<file path="config.mk">
export PLATFORM = sky130hd
export DESIGN_NAME = mem_port_arbiter
export DESIGN_NICKNAME = d
export VERILOG_FILES = /design/src/rtl/mcu_mem_pkg.sv /design/src/rtl/mem_arb_tag_fifo.sv /design/src/rtl/mem_port_arbiter.sv
export SDC_FILE = /design/constraint.sdc
export NUM_CORES = 1
export LEC_CHECK = 0
export CAP_MARGIN = 20
export CORE_AREA = 8 8 102 104
export CTS_CLUSTER_DIAMETER = 120
export DETAILED_ROUTE_END_ITERATION = 10
export DIE_AREA = 0 0 110 112
export PLACE_DENSITY = 0.72
export RECOVER_POWER = 25
export SLEW_MARGIN = 20
export SYNTH_ARGS = -nofsm -noshare
export SYNTH_HDL_FRONTEND = slang
export SYNTH_SLANG_ARGS = --single-unit
</file>
<file path="constraint.sdc">
create_clock -name clk_i -period 2.4 [get_ports clk_i]
set_clock_uncertainty 0.2 [all_clocks]
set_input_delay 0.6 -clock clk_i [delete_from_list [all_inputs] [get_ports clk_i]]
set_output_delay 0.6 -clock clk_i [all_outputs]
set_load 0.02 [all_outputs]
</file>
<file path="src/rtl/mcu_mem_pkg.sv">
// mcu_mem_pkg: shared source/lock encodings and default widths for the memory port arbiter
package mcu_mem_pkg;
  localparam int ADDR_WIDTH_DEF = 32;
  localparam int DATA_WIDTH_DEF = 32;
  typedef enum logic {SRC_INSTR = 1'b0, SRC_DATA = 1'b1} mem_src_e;
  typedef enum logic {UNLOCKED = 1'b0, LOCKED = 1'b1} lock_state_e;
  function automatic mem_src_e rr_pick(input logic instr_req, input logic data_req, input mem_src_e last_src);
    return (instr_req & data_req) ? ((last_src == SRC_DATA) ? SRC_INSTR : SRC_DATA) :
           data_req ? SRC_DATA : SRC_INSTR;
  endfunction
endpackage

</file>
<file path="src/rtl/mem_arb_tag_fifo.sv">
// mem_arb_tag_fifo: in-order FIFO of granted sources, one entry per outstanding transaction
module mem_arb_tag_fifo
  import mcu_mem_pkg::*;
#(
  parameter int DEPTH = 2
) (
  input  logic     clk,
  input  logic     rst,
  input  logic     push,
  input  logic     pop,
  input  mem_src_e din,
  output logic     full,
  output logic     empty,
  output mem_src_e head
);
  localparam int PW = (DEPTH > 1) ? $clog2(DEPTH) : 1;
  localparam int CW = $clog2(DEPTH + 1);
  mem_src_e       mem [DEPTH];
  logic [PW-1:0]  wr_ptr, rd_ptr;
  logic [CW-1:0]  count;
  function automatic logic [PW-1:0] nxt(input logic [PW-1:0] p);
    return (p == PW'(DEPTH - 1)) ? '0 : p + 1'b1;
  endfunction
  assign full  = (count == CW'(DEPTH));
  assign empty = (count == '0);
  assign head  = mem[rd_ptr];
  always_ff @(posedge clk) begin
    if (rst) begin
      wr_ptr <= '0;
      rd_ptr <= '0;
      count  <= '0;
    end else begin
      if (push) begin
        mem[wr_ptr] <= din;
        wr_ptr      <= nxt(wr_ptr);
      end
      if (pop) rd_ptr <= nxt(rd_ptr);
      count <= count + CW'(push) - CW'(pop);
    end
  end
endmodule

</file>
<file path="src/rtl/mem_port_arbiter.sv">
// mem_port_arbiter: round-robin sharing of one req/gnt/rvalid memory port between fetch and load/store
module mem_port_arbiter
  import mcu_mem_pkg::*;
#(
  parameter int ADDR_WIDTH      = ADDR_WIDTH_DEF,
  parameter int DATA_WIDTH      = DATA_WIDTH_DEF,
  parameter int MAX_OUTSTANDING = 2
) (
  input  logic                    clk_i,
  input  logic                    rst_i,
  input  logic                    instr_req_i,
  output logic                    instr_gnt_o,
  output logic                    instr_rvalid_o,
  input  logic [ADDR_WIDTH-1:0]   instr_addr_i,
  output logic [DATA_WIDTH-1:0]   instr_rdata_o,
  input  logic                    data_req_i,
  output logic                    data_gnt_o,
  output logic                    data_rvalid_o,
  input  logic                    data_we_i,
  input  logic [DATA_WIDTH/8-1:0] data_be_i,
  input  logic [ADDR_WIDTH-1:0]   data_addr_i,
  input  logic [DATA_WIDTH-1:0]   data_wdata_i,
  output logic [DATA_WIDTH-1:0]   data_rdata_o,
  output logic                    data_err_o,
  output logic                    mem_req_o,
  input  logic                    mem_gnt_i,
  input  logic                    mem_rvalid_i,
  output logic                    mem_we_o,
  output logic [DATA_WIDTH/8-1:0] mem_be_o,
  output logic [ADDR_WIDTH-1:0]   mem_addr_o,
  output logic [DATA_WIDTH-1:0]   mem_wdata_o,
  input  logic [DATA_WIDTH-1:0]   mem_rdata_i,
  input  logic                    mem_err_i,
  output logic                    protocol_err_o
);
  lock_state_e state;
  mem_src_e    lock_src, last_src, sel, head;
  logic        full, empty, sel_req, is_data, push, pop;
  assign sel     = (state == LOCKED) ? lock_src : rr_pick(instr_req_i, data_req_i, last_src);
  assign is_data = (sel == SRC_DATA);
  assign sel_req = is_data ? data_req_i : instr_req_i;
  // A full FIFO blocks new requests even if a response frees a slot this cycle
  assign mem_req_o   = !rst_i & sel_req & !full;
  assign push        = mem_req_o & mem_gnt_i;
  assign pop         = !rst_i & mem_rvalid_i & !empty;
  assign instr_gnt_o = push & !is_data;
  assign data_gnt_o  = push & is_data;
  assign mem_we_o    = is_data & data_we_i;
  assign mem_be_o    = is_data ? data_be_i : '1;
  assign mem_addr_o  = is_data ? data_addr_i : instr_addr_i;
  assign mem_wdata_o = is_data ? data_wdata_i : '0;
  assign instr_rvalid_o = pop & (head == SRC_INSTR);
  assign data_rvalid_o  = pop & (head == SRC_DATA);
  assign instr_rdata_o  = mem_rdata_i;
  assign data_rdata_o   = mem_rdata_i;
  assign data_err_o     = data_rvalid_o & mem_err_i;
  mem_arb_tag_fifo #(.DEPTH(MAX_OUTSTANDING)) u_tag_fifo (
    .clk   (clk_i),
    .rst   (rst_i),
    .push  (push),
    .pop   (pop),
    .din   (sel),
    .full  (full),
    .empty (empty),
    .head  (head)
  );
  // Lock holds the mux on the chosen source until the memory accepts it
  always_ff @(posedge clk_i) begin
    if (rst_i) begin
      state          <= UNLOCKED;
      lock_src       <= SRC_INSTR;
      last_src       <= SRC_DATA;
      protocol_err_o <= 1'b0;
    end else begin
      state <= (state == UNLOCKED) ? ((mem_req_o & !mem_gnt_i) ? LOCKED : UNLOCKED)
                                   : ((mem_gnt_i | !mem_req_o) ? UNLOCKED : LOCKED);
      if (state == UNLOCKED) lock_src <= sel;
      if (push) last_src <= sel;
      if (mem_rvalid_i & empty) protocol_err_o <= 1'b1;
    end
  end
endmodule
</file>
# --- After elaboration in Yosys (flattened, before gate mapping) ---
# Memories as Yosys holds them, arrays and structs flattened. A register that Yosys moved wholly into a read port is not among the register bits.
# Index checks and enable logic that the tools add are counted.
classes:
  addsub: 4
  eq_ne: 1
  n_mux: 18
  n_bitwise: 16
  n_reduce_logical: 7
ops:
  columns: ["op", "count"]
  rows:
  - ["2-to-1 mux 32 bit", 2]
  - ["2-to-1 mux 1 bit", 15]
  - ["bitwise AND 1 bit", 14]
  - ["zero test 1 bit", 6]
  - ["2-to-1 mux 4 bit", 1]
  - ["adder 1 bit (second input constant)", 2]
  - ["adder 2 x 1 -> 2 bit", 1]
  - ["equality test 2 bit (second input constant)", 1]
  - ["zero test 2 bit", 1]
  - ["subtractor 2 x 1 -> 2 bit", 1]
  - ["NOT 1 bit", 1]
  - ["OR 1 bit", 1]
word_totals:
  register_bits: 8
  ramBits: 2
  out_inout_bits: 140
  mem_count: 1
mem_list:
  columns: ["memory", "words", "width", "read_ports", "rd_ports_with_merged_regs", "wr", "line_no", "source"]
  rows:
  - ["u_tag_fifo.mem", 2, 1, 1, 1, 1, "mem_arb_tag_fifo.sv:18", "mem_src_e mem [DEPTH];"]

# --- Logic depth before layout (Yosys ltp) ---
depth:
  word_depth: 10
  ltp_mapped: 6
  ltp_nobuf: 6

# --- Modules after synthesis ---
# A second synthesis with hierarchy kept.
hier_totals:
  hier_cells: 191
  hier_area_um2: 1637.8
by_module_without_submodules:
  columns: ["mod", "instances", "cells_each", "area_each_um2"]
  rows:
  - ["mem_port_arbiter", 1, 167, 1346.3]
  - ["mem_arb_tag_fifo", 1, 24, 291.5]

# --- Worst setup path before layout ---
# No wires, ideal clock.
synth_path:
  path_type: "input -> output"
  startpoint: "input data_req_i"
  endpoint: "output mem_addr_o[10]"
  t_arrival_ps: 1571
  setup_slack_ps: 29
  cell_stages: 4
  n_path_buf: 1
  cell_sequence: "nor2b_1 a22oi_4 buf_4 mux2_2"
synth_via:
  elab_chain_cells: 4
  elab_cells_between_ends: 5
synth_rtl:
  columns: ["element", "line_no", "source"]
  rows:
  - ["from (decl)", "mem_port_arbiter.sv:16", "input logic data_req_i,"]
  - ["2-to-1 mux 1 bit / bitwise AND 1 bit (equally long branches)", "mcu_mem_pkg.sv:9, mcu_mem_pkg.sv:8", null]
  - ["2-to-1 mux 1 bit *", "mcu_mem_pkg.sv:8", "return (instr_req & data_req) ? ((last_src == SRC_DATA) ? SRC_INSTR : SRC_DATA) :"]
  - ["2-to-1 mux 1 bit *", "mem_port_arbiter.sv:39", "assign sel = (state == LOCKED) ? lock_src : rr_pick(instr_req_i, data_req_i, last_src);"]
  - ["2-to-1 mux 32 bit *", "mem_port_arbiter.sv:50", "assign mem_addr_o = is_data ? data_addr_i : instr_addr_i;"]
  - ["to (decl)", "mem_port_arbiter.sv:30", "output logic [ADDR_WIDTH-1:0] mem_addr_o,"]
# Mark *: on every way between the ends. The rest lies on a longest branch, timed or not.

# --- Worst setup path in the final report ---
layout_path:
  startpoint: "input data_req_i"
  endpoint: "output mem_wdata_o[23]"
layout_via:
  elab_chain_cells: 4
  elab_cells_between_ends: 5
layout_rtl:
  columns: ["element", "line_no", "source"]
  rows:
  - ["2-to-1 mux 1 bit / bitwise AND 1 bit (equally long branches)", "mcu_mem_pkg.sv:9, mcu_mem_pkg.sv:8", null]
  - ["2-to-1 mux 1 bit *", "mcu_mem_pkg.sv:8", null]
  - ["2-to-1 mux 1 bit *", "mem_port_arbiter.sv:39", null]
  - ["2-to-1 mux 32 bit *", "mem_port_arbiter.sv:51", "assign mem_wdata_o = is_data ? data_wdata_i : '0;"]
  - ["to (decl)", "mem_port_arbiter.sv:31", "output logic [DATA_WIDTH-1:0] mem_wdata_o,"]
# Marks and branches as above.

==> impl_results.md <==
* Status: finished with violations
* Failing checks: setup timing
* Core ar. at approximately 0.0089 mm²
* Final RePlAce weighted congestion at 0.724
* Setup violations, final at 72
* Inserted Diodes at 0
* Worst VDD drop at 0.184 mV
* Critical Path AT at about 1.8 ns
* I/O pin count at 280
* DRT iter0 DRCs at between 40 and 50
* Total congestion overflow at 0
* Power per cell area at roughly 360 mW/mm²
* Largest net degree at the start of global routing at 9
* Max Root-Sink Buffers at 2
* Worst-path clk slew at about 0.050 ns
* Fill count at ~800
* Row cnt at 35
* Die width at about 110 µm
* CTS H-tree lvls at 1
* Most used cell along the critical path: buf_6
* Syn Inst Count at between 150 and 200
* Max Cap Viol at 0
* Distinct cells, synth at 29
* YS warnings at 0
* Seq/Total Area, Yosys at between 10 and 15%
* Hold_buf cts at 0
* Ratio of cells with drive above 1 in the final layout at approximately 60%
* Die height at between 100 and 150 µm
* Pre-antenna DRT Iters at 3
* Hold Path Class: reg2reg
* Placed cells at approximately 440
* Post-Syn Nets at around 340
* Final core occ at 46.4%
* Finished Layout Cells at between 400 and 500
* FF-to-FF setup slack at approximately 0.28 ns
* IO Port Bufs at between 150 and 200
* Slowest CP cell: a22oi_4
* Slack of the critical path at -0.194 ns
* Avg Synthesized Cell Area at 8.44 µm²
* Vias in the first global route at between 2k and 2.5k
* CTS sink count at 11
* DR vias/cell at just over 4
* Initial antenna violation count at 0
* Final period utilization at 108%
* Starting Density at between 10% and 20%
* DRC at 0
* Tot GR Track Use at between 10 and 15%
* P_leak at ~1.9 nW
* RSZ-0062 raised after global routing: yes
* Total Nets Final at 505
* Overall power at approximately 1.5 mW
* Tmin final at around 2.6 ns
* Clock tree root buffer cell: clkbuf_8
* Final hold vios at 0
* Avg WL per Cell at about 20 µm
* Worst path max stage delay at approximately 0.15 ns
* P&R area growth vs syn at 148%
* Pins Over Slew Limit at 0
* Startpoint Class: primary input
* Crit Path Class: in2out
* Worst-Skew Late Latency at roughly 0.24 ns
* Post-DP HPWL at around 6800 µm
* Die area at between 0.01 and 0.015 mm²
* Actual slew at the worst max-slew pin at 0.241 ns
* Worst-path fanout max at 8
* Via count at roughly 1.9k
* Synth Cell Area at ~0.0017 mm²
* CTS tree: done
* WHS at 0.289 ns
* Critical path endpoint category: primary output
* #FFs+latches synth at 11
* Max_slew headroom at 83.8%
* First-pass GRT wire length at approximately 14000 µm
* Final wirelength at 9310 µm
* TritonCTS Buffers at 3
* Fmax at between 0.3 and 0.4 GHz
* Sequence of cells on the critical path: buf_6 -> nor2b_4 -> a22oi_4 -> buf_6 -> buf_6 -> inv_12 -> buf_8 -> buf_16 -> and2_4 -> buf_6
* Placement Setup Slack at -1.04 ns
* Critical path required time at ~1.6 ns
* Detail Route Antenna Nets at 0
-- cells in the final DEF (no fill, tap or decap), types with 2 or more instances in the layout --
master           count
buf_16               5
inv_2                2
dfxtp_1              8
buf_8                2
clkdlybuf4s50_1    104
buf_6               89
xor2_1               2
a21oi_1              3
and2_4              33
buf_12               4
and2_1               2
inv_1                4
edfxtp_1             2
clkbuf_8             3
mux2_4              33
dlygate4sd2_1        2
nor2_2               2
buf_4               25
nand2b_4             4
nor2_1               7
nor3_4               2
-- metal layers --
layer  share of wire (%)  vias up  track usage (%)
met5                   0        -                0
li1                    -      912                -
met3                  11       29             5.37
met2                  55       87             26.3
met1                  32      913             13.9
met4                 2.4        0             5.32
-- state kept, by name, summed over array words and instances (netlist names), named ones only --
register,cells
u_tag_fifo.count,2
u_tag_fifo.rd_ptr,1
protocol_err_o,1
u_tag_fifo.mem,2
last_src,1
u_tag_fifo.wr_ptr,1
state,1
lock_src,1
-- layout make-up --
cell class	instances	area, µm²	share of cell area, %
clock inverter	1	5.00	0.121
tap	111	139	3.36
timing repair buffer	234	2520	61.0
clock buffer	3	41.3	1.00
inverter	7	38.8	0.940
multi-input combinational	107	1140	27.7
sequential	11	244	5.91
-- worst paths after layout --
| path | startpoint | to | cells after the start |
|---|---|---|---|
| max | data_req_i | mem_wdata_o[23] | 10 |
| min | protocol_err_o | protocol_err_o | 2 |
| max reg2reg | u_tag_fifo.count[1] | u_tag_fifo.count[1] | 10 |
| min reg2reg | protocol_err_o | protocol_err_o | 2 |
-- power breakdown --
group / internal (mW) / switching [mW]
clock: 0.114 / 0.0746
sequential: 0.211 / 0.0181
combinational: 0.663 / 0.415
total: 0.988 / 0.508
-- cell families after synthesis --
family | Yosys count | share of synthesized area, %
XOR/XNOR | 2 | 1.05
multiplexers | 34 | 23.2
buffers and inverters | 79 | 33.9
AND/OR/NAND/NOR | 60 | 21.1
flip-flops | 11 | 14.4
adder cells (fa/ha/maj) | 1 | 0.752
AO/OA/AOI/OAI | 10 | 5.57
-- critical path: cells and delay by family --
family	cells	cell delay, ns
AND/OR/NAND/NOR	2	0.27
AO/OA/AOI/OAI	1	0.15
buffers and inverters	7	0.78
-- metrics by stage --
step | instance area, µm² | setup TNS (ns)
CTS | 4250 | -14.77
detailed placement | 3260 | -70.33
floorplan | 1660 | 0
global placement | 3260 | -69.38
global route | 4130 | -11.03
finish | 4130 | -8.09
-- cell usage after synthesis (all sizes together) --
master	instances	area, µm²
a21oi	3	15.0
inv	7	26.3
mux2	33	375
clkbuf	3	11.3
o2111ai	1	26.3
a22oi	1	21.3
ha	1	12.5
xor2	2	17.5
nor2	9	33.8
o21a	1	7.51
nand3b	1	7.51
o21ai	3	15.0
nand2	3	11.3
edfxtp	2	60.1
dfxtp	9	180
nand3	1	5.00
buf	69	526
nor2b	2	12.5
and2	35	219
nor4	1	6.26
mux2i	1	10.0
nand2b	5	31.3
nor3	3	25.0
a21boi	1	7.51
-- what timing repair did --
item / 4_1_cts / 5_1_grt
gates cloned: 10 / 0
gates resized for setup: 566 / 16
setup endpoints to repair: 75 / 76
buffers inserted: 31 / 7
pin swaps: 26 / 7
Power figures use the tool's default switching activity.
